==> src/rtl/freq_gate_controller_if.sv <==
// ---------------------------------------------------------------------------
// freq_gate_controller_if
//
// Groups every non-clock, non-reset signal of freq_gate_controller into one
// bundle. The signals are the measured input, the start/abort controls, the
// link to the external BCD counter chain and the latched result.
//
// Parameter:
//   DIGITS_NUM  BCD digit count of the attached counter chain. It must match
//               the controller's own DIGITS_NUM.
//
// Modports:
//   slave   the controller's side. Measurement and counter-chain inputs come
//           in; counter control and the result go out.
//   master  the environment's side, which is the mirror image of slave.
// ---------------------------------------------------------------------------
interface freq_gate_controller_if #(
    parameter int DIGITS_NUM = 6
);
    logic                      signal_in;
    logic                      start_in;
    logic                      abort_in;
    logic [4*DIGITS_NUM-1:0]   counter_digits_in;
    logic                      counter_carry_in;
    logic                      counter_reset_out;
    logic                      counter_enable_out;
    logic [4*DIGITS_NUM-1:0]   result_out;
    logic                      result_valid_out;
    logic                      overflow_out;
    logic                      busy_out;

    modport slave (
        input  signal_in,
        input  start_in,
        input  abort_in,
        input  counter_digits_in,
        input  counter_carry_in,
        output counter_reset_out,
        output counter_enable_out,
        output result_out,
        output result_valid_out,
        output overflow_out,
        output busy_out
    );

    modport master (
        output signal_in,
        output start_in,
        output abort_in,
        output counter_digits_in,
        output counter_carry_in,
        input  counter_reset_out,
        input  counter_enable_out,
        input  result_out,
        input  result_valid_out,
        input  overflow_out,
        input  busy_out
    );
endinterface

==> src/rtl/freq_gate_controller.sv <==
// ---------------------------------------------------------------------------
// freq_gate_controller
//
// Gate-time controller for a frequency counter. It synchronises the measured
// signal and detects its rising edges. For a window of exactly GATE_CYCLES
// clock cycles it sends those edges as count pulses into an external BCD
// counter chain. At the end of the window it latches the chain's value and
// records whether the chain wrapped during the window.
//
// Sequence: IDLE -> CLEAR -> GATE (GATE_CYCLES) -> SETTLE -> LATCH -> IDLE.
// abort_in returns the controller to IDLE from any state and overrides every
// other transition. When abort_in and start_in arrive together in IDLE, the
// controller stays in IDLE.
//
// Parameters:
//   DIGITS_NUM   BCD digit count of the counter chain (default 6).
//   GATE_CYCLES  gate window length in clk_in cycles, 2..2^24 (default 1e6).
//
// Ports:
//   clk_in       sole clock; all logic runs on the rising edge.
//   reset_n_in   asynchronous active-low reset. It must be released
//                synchronously to clk_in.
//   bus          freq_gate_controller_if.slave, which carries:
//                  signal_in, start_in, abort_in          (in)
//                  counter_digits_in, counter_carry_in    (in, from chain)
//                  counter_reset_out, counter_enable_out  (out, to chain)
//                  result_out, result_valid_out,
//                  overflow_out, busy_out                 (out)
//
// Build option:
//   FREQ_CTRL_AUTORESTART_EN  When this macro is defined, LATCH goes back to
//                             CLEAR instead of IDLE. One start_in then gives
//                             back-to-back measurements until abort_in or
//                             reset.
// ---------------------------------------------------------------------------
module freq_gate_controller #(
    parameter int DIGITS_NUM  = 6,
    parameter int GATE_CYCLES = 1000000
) (
    input  logic                   clk_in,
    input  logic                   reset_n_in,
    freq_gate_controller_if.slave  bus
);

    localparam int RES_W = 4 * DIGITS_NUM;
    localparam int CNT_W = $clog2(GATE_CYCLES + 1);

    localparam logic [CNT_W-1:0] GATE_LOAD = CNT_W'(GATE_CYCLES);
    localparam logic [CNT_W-1:0] GATE_LAST = CNT_W'(1);

    localparam logic [2:0] ST_IDLE   = 3'd0;
    localparam logic [2:0] ST_CLEAR  = 3'd1;
    localparam logic [2:0] ST_GATE   = 3'd2;
    localparam logic [2:0] ST_SETTLE = 3'd3;
    localparam logic [2:0] ST_LATCH  = 3'd4;

    logic [2:0]       state;
    logic [2:0]       state_nxt;
    logic             sig_meta;
    logic             sig_sync;
    logic             sig_prev;
    logic             sig_rise;
    logic [CNT_W-1:0] gate_cnt;
    logic             ovf_sticky;
    logic [RES_W-1:0] result_q;
    logic             result_valid_q;
    logic             overflow_q;

    // Two-flop synchroniser, plus one more flop for edge detection.
    // NOTE: sequential state always uses non-blocking assignments. This lets
    // every flop sample the pre-edge value of its neighbour, which is what
    // makes the shift chain behave as a pipeline.
    always_ff @(posedge clk_in or negedge reset_n_in) begin
        if (!reset_n_in) begin
            sig_meta <= 1'b0;
            sig_sync <= 1'b0;
            sig_prev <= 1'b0;
        end else begin
            sig_meta <= bus.signal_in;
            sig_sync <= sig_meta;
            sig_prev <= sig_sync;
        end
    end

    assign sig_rise = sig_sync & ~sig_prev;

    // Next-state logic.
    // NOTE: state_nxt gets a default before the case statement. Every path
    // therefore assigns it, so no latch is inferred.
    always_comb begin
        state_nxt = state;
        if (bus.abort_in) begin
            state_nxt = ST_IDLE;
        end else begin
            case (state)
                ST_IDLE:   if (bus.start_in) state_nxt = ST_CLEAR;
                ST_CLEAR:  state_nxt = ST_GATE;
                ST_GATE:   if (gate_cnt == GATE_LAST) state_nxt = ST_SETTLE;
                // SETTLE gives the counter chain one cycle to absorb the
                // final gated edge before LATCH reads its value.
                ST_SETTLE: state_nxt = ST_LATCH;
`ifdef FREQ_CTRL_AUTORESTART_EN
                ST_LATCH:  state_nxt = ST_CLEAR;
`else
                ST_LATCH:  state_nxt = ST_IDLE;
`endif
                default:   state_nxt = ST_IDLE;
            endcase
        end
    end

    always_ff @(posedge clk_in or negedge reset_n_in) begin
        if (!reset_n_in) begin
            state <= ST_IDLE;
        end else begin
            state <= state_nxt;
        end
    end

    // Gate counter. CLEAR loads GATE_CYCLES and every GATE cycle decrements
    // it. GATE ends on the cycle where the count reads 1, which gives a
    // window of exactly GATE_CYCLES cycles.
    always_ff @(posedge clk_in or negedge reset_n_in) begin
        if (!reset_n_in) begin
            gate_cnt <= '0;
        end else if (state == ST_CLEAR) begin
            gate_cnt <= GATE_LOAD;
        end else if (state == ST_GATE) begin
            gate_cnt <= gate_cnt - GATE_LAST;
        end
    end

    // Sticky overflow flag. The carry can appear in the last GATE cycle or,
    // if the chain registers its carry, in SETTLE. Both cycles are covered.
    always_ff @(posedge clk_in or negedge reset_n_in) begin
        if (!reset_n_in) begin
            ovf_sticky <= 1'b0;
        end else if (state == ST_CLEAR) begin
            ovf_sticky <= 1'b0;
        end else if ((state == ST_GATE || state == ST_SETTLE) && bus.counter_carry_in) begin
            ovf_sticky <= 1'b1;
        end
    end

    // Result capture. The valid pulse is registered together with
    // result_out, so it lines up with the cycle where the new value first
    // appears. An abort that lands in LATCH suppresses both the capture and
    // the pulse.
    always_ff @(posedge clk_in or negedge reset_n_in) begin
        if (!reset_n_in) begin
            result_q       <= '0;
            overflow_q     <= 1'b0;
            result_valid_q <= 1'b0;
        end else if (state == ST_LATCH && !bus.abort_in) begin
            result_q       <= bus.counter_digits_in;
            overflow_q     <= ovf_sticky;
            result_valid_q <= 1'b1;
        end else begin
            result_valid_q <= 1'b0;
        end
    end

    assign bus.counter_reset_out  = (state == ST_IDLE) || (state == ST_CLEAR);
    assign bus.counter_enable_out = sig_rise && (state == ST_GATE);
    assign bus.busy_out           = (state != ST_IDLE);
    assign bus.result_out         = result_q;
    assign bus.overflow_out       = overflow_q;
    assign bus.result_valid_out   = result_valid_q;

endmodule

==> src/flat_wrapper.sv <==
// flat-port wrapper written by rule: the top's interface ports become plain ports
module freq_gate_controller_flat 
#(
    parameter int DIGITS_NUM  = 6,
    parameter int GATE_CYCLES = 1000000
)
  (clk_in, reset_n_in, bus_signal_in, bus_start_in, bus_abort_in, bus_counter_digits_in, bus_counter_carry_in, bus_counter_reset_out, bus_counter_enable_out, bus_result_out, bus_result_valid_out, bus_overflow_out, bus_busy_out);
  freq_gate_controller_if #(.DIGITS_NUM(DIGITS_NUM)) bus_i ();
  input  logic clk_in;
  input  logic reset_n_in;
  input wire logic [$bits(bus_i.signal_in)-1:0] bus_signal_in;
  input wire logic [$bits(bus_i.start_in)-1:0] bus_start_in;
  input wire logic [$bits(bus_i.abort_in)-1:0] bus_abort_in;
  input wire logic [$bits(bus_i.counter_digits_in)-1:0] bus_counter_digits_in;
  input wire logic [$bits(bus_i.counter_carry_in)-1:0] bus_counter_carry_in;
  output wire logic [$bits(bus_i.counter_reset_out)-1:0] bus_counter_reset_out;
  output wire logic [$bits(bus_i.counter_enable_out)-1:0] bus_counter_enable_out;
  output wire logic [$bits(bus_i.result_out)-1:0] bus_result_out;
  output wire logic [$bits(bus_i.result_valid_out)-1:0] bus_result_valid_out;
  output wire logic [$bits(bus_i.overflow_out)-1:0] bus_overflow_out;
  output wire logic [$bits(bus_i.busy_out)-1:0] bus_busy_out;
  assign bus_i.signal_in = bus_signal_in;
  assign bus_i.start_in = bus_start_in;
  assign bus_i.abort_in = bus_abort_in;
  assign bus_i.counter_digits_in = bus_counter_digits_in;
  assign bus_i.counter_carry_in = bus_counter_carry_in;
  assign bus_counter_reset_out = bus_i.counter_reset_out;
  assign bus_counter_enable_out = bus_i.counter_enable_out;
  assign bus_result_out = bus_i.result_out;
  assign bus_result_valid_out = bus_i.result_valid_out;
  assign bus_overflow_out = bus_i.overflow_out;
  assign bus_busy_out = bus_i.busy_out;
  freq_gate_controller #(.DIGITS_NUM(DIGITS_NUM), .GATE_CYCLES(GATE_CYCLES)) u_core (.clk_in(clk_in), .reset_n_in(reset_n_in), .bus(bus_i));
endmodule
==> config.mk <==
export PLATFORM = sky130hd
export DESIGN_NAME = freq_gate_controller_flat
export DESIGN_NICKNAME = d
export VERILOG_FILES = /design/src/rtl/freq_gate_controller_if.sv /design/src/rtl/freq_gate_controller.sv /design/src/flat_wrapper.sv
export SDC_FILE = /design/constraint.sdc
export NUM_CORES = 1
export LEC_CHECK = 0
export ABC_AREA = 0
export CAP_MARGIN = 15
export CORE_UTILIZATION = 44
export DETAILED_ROUTE_END_ITERATION = 7
export GPL_ROUTABILITY_DRIVEN = 0
export PLACE_DENSITY = 0.76
export SLEW_MARGIN = 20
export SYNTH_ARGS = -nofsm -noshare
export SYNTH_HDL_FRONTEND = slang
export SYNTH_SLANG_ARGS = --single-unit
==> constraint.sdc <==
create_clock -name clk_in -period 2 [get_ports clk_in]
set_input_delay 0.2 -clock clk_in [delete_from_list [all_inputs] [get_ports clk_in]]
set_output_delay 0.2 -clock clk_in [all_outputs]
set_load 0.01 [all_outputs]
==> flow_summary.json <==
{
  "run_status": "complete, no violations",
  "stdcell_area_um2": 3340,
  "synth_most_common_cell": "dfrtp_1",
  "hp-class": "input pin to flop",
  "crit_path_end_kind": "flop",
  "yosys.area.top_type": "dfrtp_1",
  "grt_pass1_vias": 1756,
  "ys_ff_latch": 53,
  "worstSkewPairLatency_ps": 310,
  "ys_seq_area_frac": 0.568,
  "fin_crit_sh": 0.979,
  "setup_tns_ps": 0,
  "share_clk_of_total_power": 0.205,
  "cts.sinks": 53,
  "nets": 314,
  "die_area_um2": 5600,
  "cts_htree_levels": 2,
  "antenna_found_initial": 0,
  "synthesis.area_um2": 2340,
  "slowest_delay_ps": 550,
  "slew_viol_final": 0,
  "crit_chain": "or4_4 -> or4_4 -> o21ai_1 -> or3b_1",
  "cell_internal_pwr_mw": 2.14,
  "start_kind": "flop",
  "switching_power_mw": 0.943,
  "vias_per_cell": 5.24,
  "die_w_um": 74.9,
  "diodes": 0,
  "path_clk_slew_ps": 100,
  "rsz0062_at_grt": "yes",
  "area_growth_pct": 42.8,
  "grt_overflow": 0,
  "arrival_ps": 2150,
  "die_h_um": 74.9,
  "p_seq_frac": 0.442,
  "setup_viol": 0,
  "p_per_area_nw_per_um2": 923,
  "slowest_stage": "or4_4",
  "cts-root-buf": "clkbuf_8",
  "vias": 1848,
  "core_region_area_um2": 5110,
  "drtAntennaViolNets": 0,
  "io_buffers": 58,
  "drc": 0,
  "switching_share": 0.306,
  "slew_headroom": 0.681,
  "syn_nets": 229,
  "synth_area_per_cell_um2": 11.9,
  "yosysTopAreaCellShare": 0.568,
  "post-route-util": 0.653,
  "nFillCells": 417,
  "multi_input_area_um2": 990,
  "num_rows": 26,
  "grt_start_max_net_pins": 38,
  "synth_commonest_cells": "53 x dfrtp_1, 24 x mux2_2, 13 x o21ai_0",
  "fmax_ghz": 0.510,
  "period_minus_slack_ps": 1960,
  "wirelength_um": 5080,
  "netlist_top_cells_area": "dfrtp_1 57%, mux2_2 12%, o21ai_0 2.8%",
  "clock_skew_ps": 9.19,
  "ys_async_sr_fraction": 1.00,
  "critPathMostFrequentCell": "or4_4",
  "clock_path_buffers": 2,
  "drtIter0Drc": 71,
  "synth_edf_count": 0,
  "required_ps": 2190,
  "syn_inst": 197,
  "ir_worst_vdd_mv": 0.445,
  "wl_per_cell_um": 14.4,
  "layout-drive-gt1-share": 0.261,
  "grt_pass1_wl_um": 8430,
  "p_total_mw": 3.08,
  "power.leakage_nw": 1.41,
  "start_util": 0.457,
  "cp_max_fo": 3,
  "comb_power_share": 0.352,
  "path_class": "flop to flop",
  "io_pins": 59,
  "dpl_cell_area_um2": 3190,
  "tightestPinTransition_ps": 477,
  "cts_tree": "yes",
  "hold_viol": 0,
  "maxCapViolCount": 0,
  "regArea_um2": 1330,
  "synthDistinctLibCells": 39,
  "synth_flop_cell": "dfrtp_1",
  "grt_usage": 0.200,
  "cts_made_buffers": 5,
  "firstDrtPassIters": 4,
  "dp.final_hpwl_um": 3770,
  "yosysWarnings": 0
}
## routing by layer
layer,share of wire,up-vias,wire length [um],GRT usage
met2,0.52,26,2640,0.335
met1,0.44,909,2220,0.262
met5,0,-,0,0
met3,0.030,7,153,0.0388
met4,0.012,0,63,0.0650
li1,-,906,-,-
## final cells by class
class                   instances  area share
multi-input cells             130       0.297
repair buffers                 86       0.244
well taps                      70      0.0262
clock buffers                   6      0.0247
inverters                       6     0.00675
flip-flops and latches         53       0.398
clock inverters                 2     0.00412
## path summary, 6_finish.rpt
path	from	endpoint	slack, ps	depth (start not counted)
setup / recovery	u_core.gate_cnt[5]	u_core.gate_cnt[9]	40	4
hold / removal	bus_signal_in	u_core.sig_meta	320	1
setup reg to reg	u_core.gate_cnt[5]	u_core.gate_cnt[9]	40	4
hold reg to reg	u_core.sig_meta	u_core.sig_sync	360	0
max in group asynchronous	reset_n_in	u_core.state[0]	1110	3
min in group asynchronous	reset_n_in	u_core.bus.result_out[5]	360	2
## state kept, by name, indices dropped and copies added, names as in the netlist
signal / cells
u_core.ovf_sticky: 1
u_core.gate_cnt: 20
u_core.sig_prev: 1
u_core.bus.overflow_out: 1
u_core.bus.result_out: 24
u_core.sig_meta: 1
u_core.bus.result_valid_out: 1
u_core.state: 3
u_core.sig_sync: 1
## logic make-up after synthesis
kind of cell,Yosys count,share of synthesized area
XOR/XNOR,2,0.00750
adder cells (fa/ha/maj),2,0.0107
flip-flops,53,0.568
AO/OA/AOI/OAI,36,0.0916
AND/OR/NAND/NOR,61,0.161
buffers and inverters,14,0.0241
multiplexers,29,0.138
## layout by cell type, fill, tap and decap left out, types with 2 or more instances in the layout
master           netlist  routed
nor3_1                 8       8
buf_4                  0      25
nor4_2                 2       2
or3_1                  2       2
dfrtp_1               53      52
clkbuf_8               0       6
o311ai_0               2       2
mux2i_1                4       4
buf_12                 0       2
o41ai_1                3       3
inv_1                  5       5
nor2_1                 8       7
and3_1                 3       3
nand2_1               10      10
and4_1                 2       2
nor4_1                 7       6
ha_1                   2       2
nand3_1                3       3
or4_4                  2       3
o21ai_1                3       3
or3b_1                 4       4
a31oi_1                2       2
a21oi_1                9       9
mux2_2                24      24
o21ai_0               13      13
clkdlybuf4s50_1        0      57
nand4_1                3       3
## power by group through the flow
stage | registers, mW | logic (mW) | clock network (mW)
after floorplan | 1.46 | 0.416 | 0
after global placement | 1.38 | 1.03 | 0
after detailed placement | 1.39 | 1.05 | 0
after CTS | 1.36 | 1.07 | 0.649
after global routing | 1.39 | 1.19 | 0.690
final | 1.36 | 1.08 | 0.633
## critical path, delay by kind of cell, from the launching register on
kind	cells	cell delay (ps)
and+or+nand+nor	3	1330
DFF	1	390
AOI/OAI and AO/OA	1	120
## repair_timing
item	in CTS	in global routing
hold buffers	1	0
gates resized for setup	2	5
setup buffers	1	1
endpoints found under the hold margin	16	0
gates cloned	0	0
pin swaps	0	1
endpoints found under the setup margin	3	7
## through the flow
step	hold WS (ps)	cells	setup WS, ps
after floorplan	-95.6	197	9.80
after global placement	157	342	49.1
after detailed placement	155	342	14.3
after CTS	314	352	23.1
after global routing	324	353	-28.4
final	323	353	41.0
(Power assumes the default switching activity.)
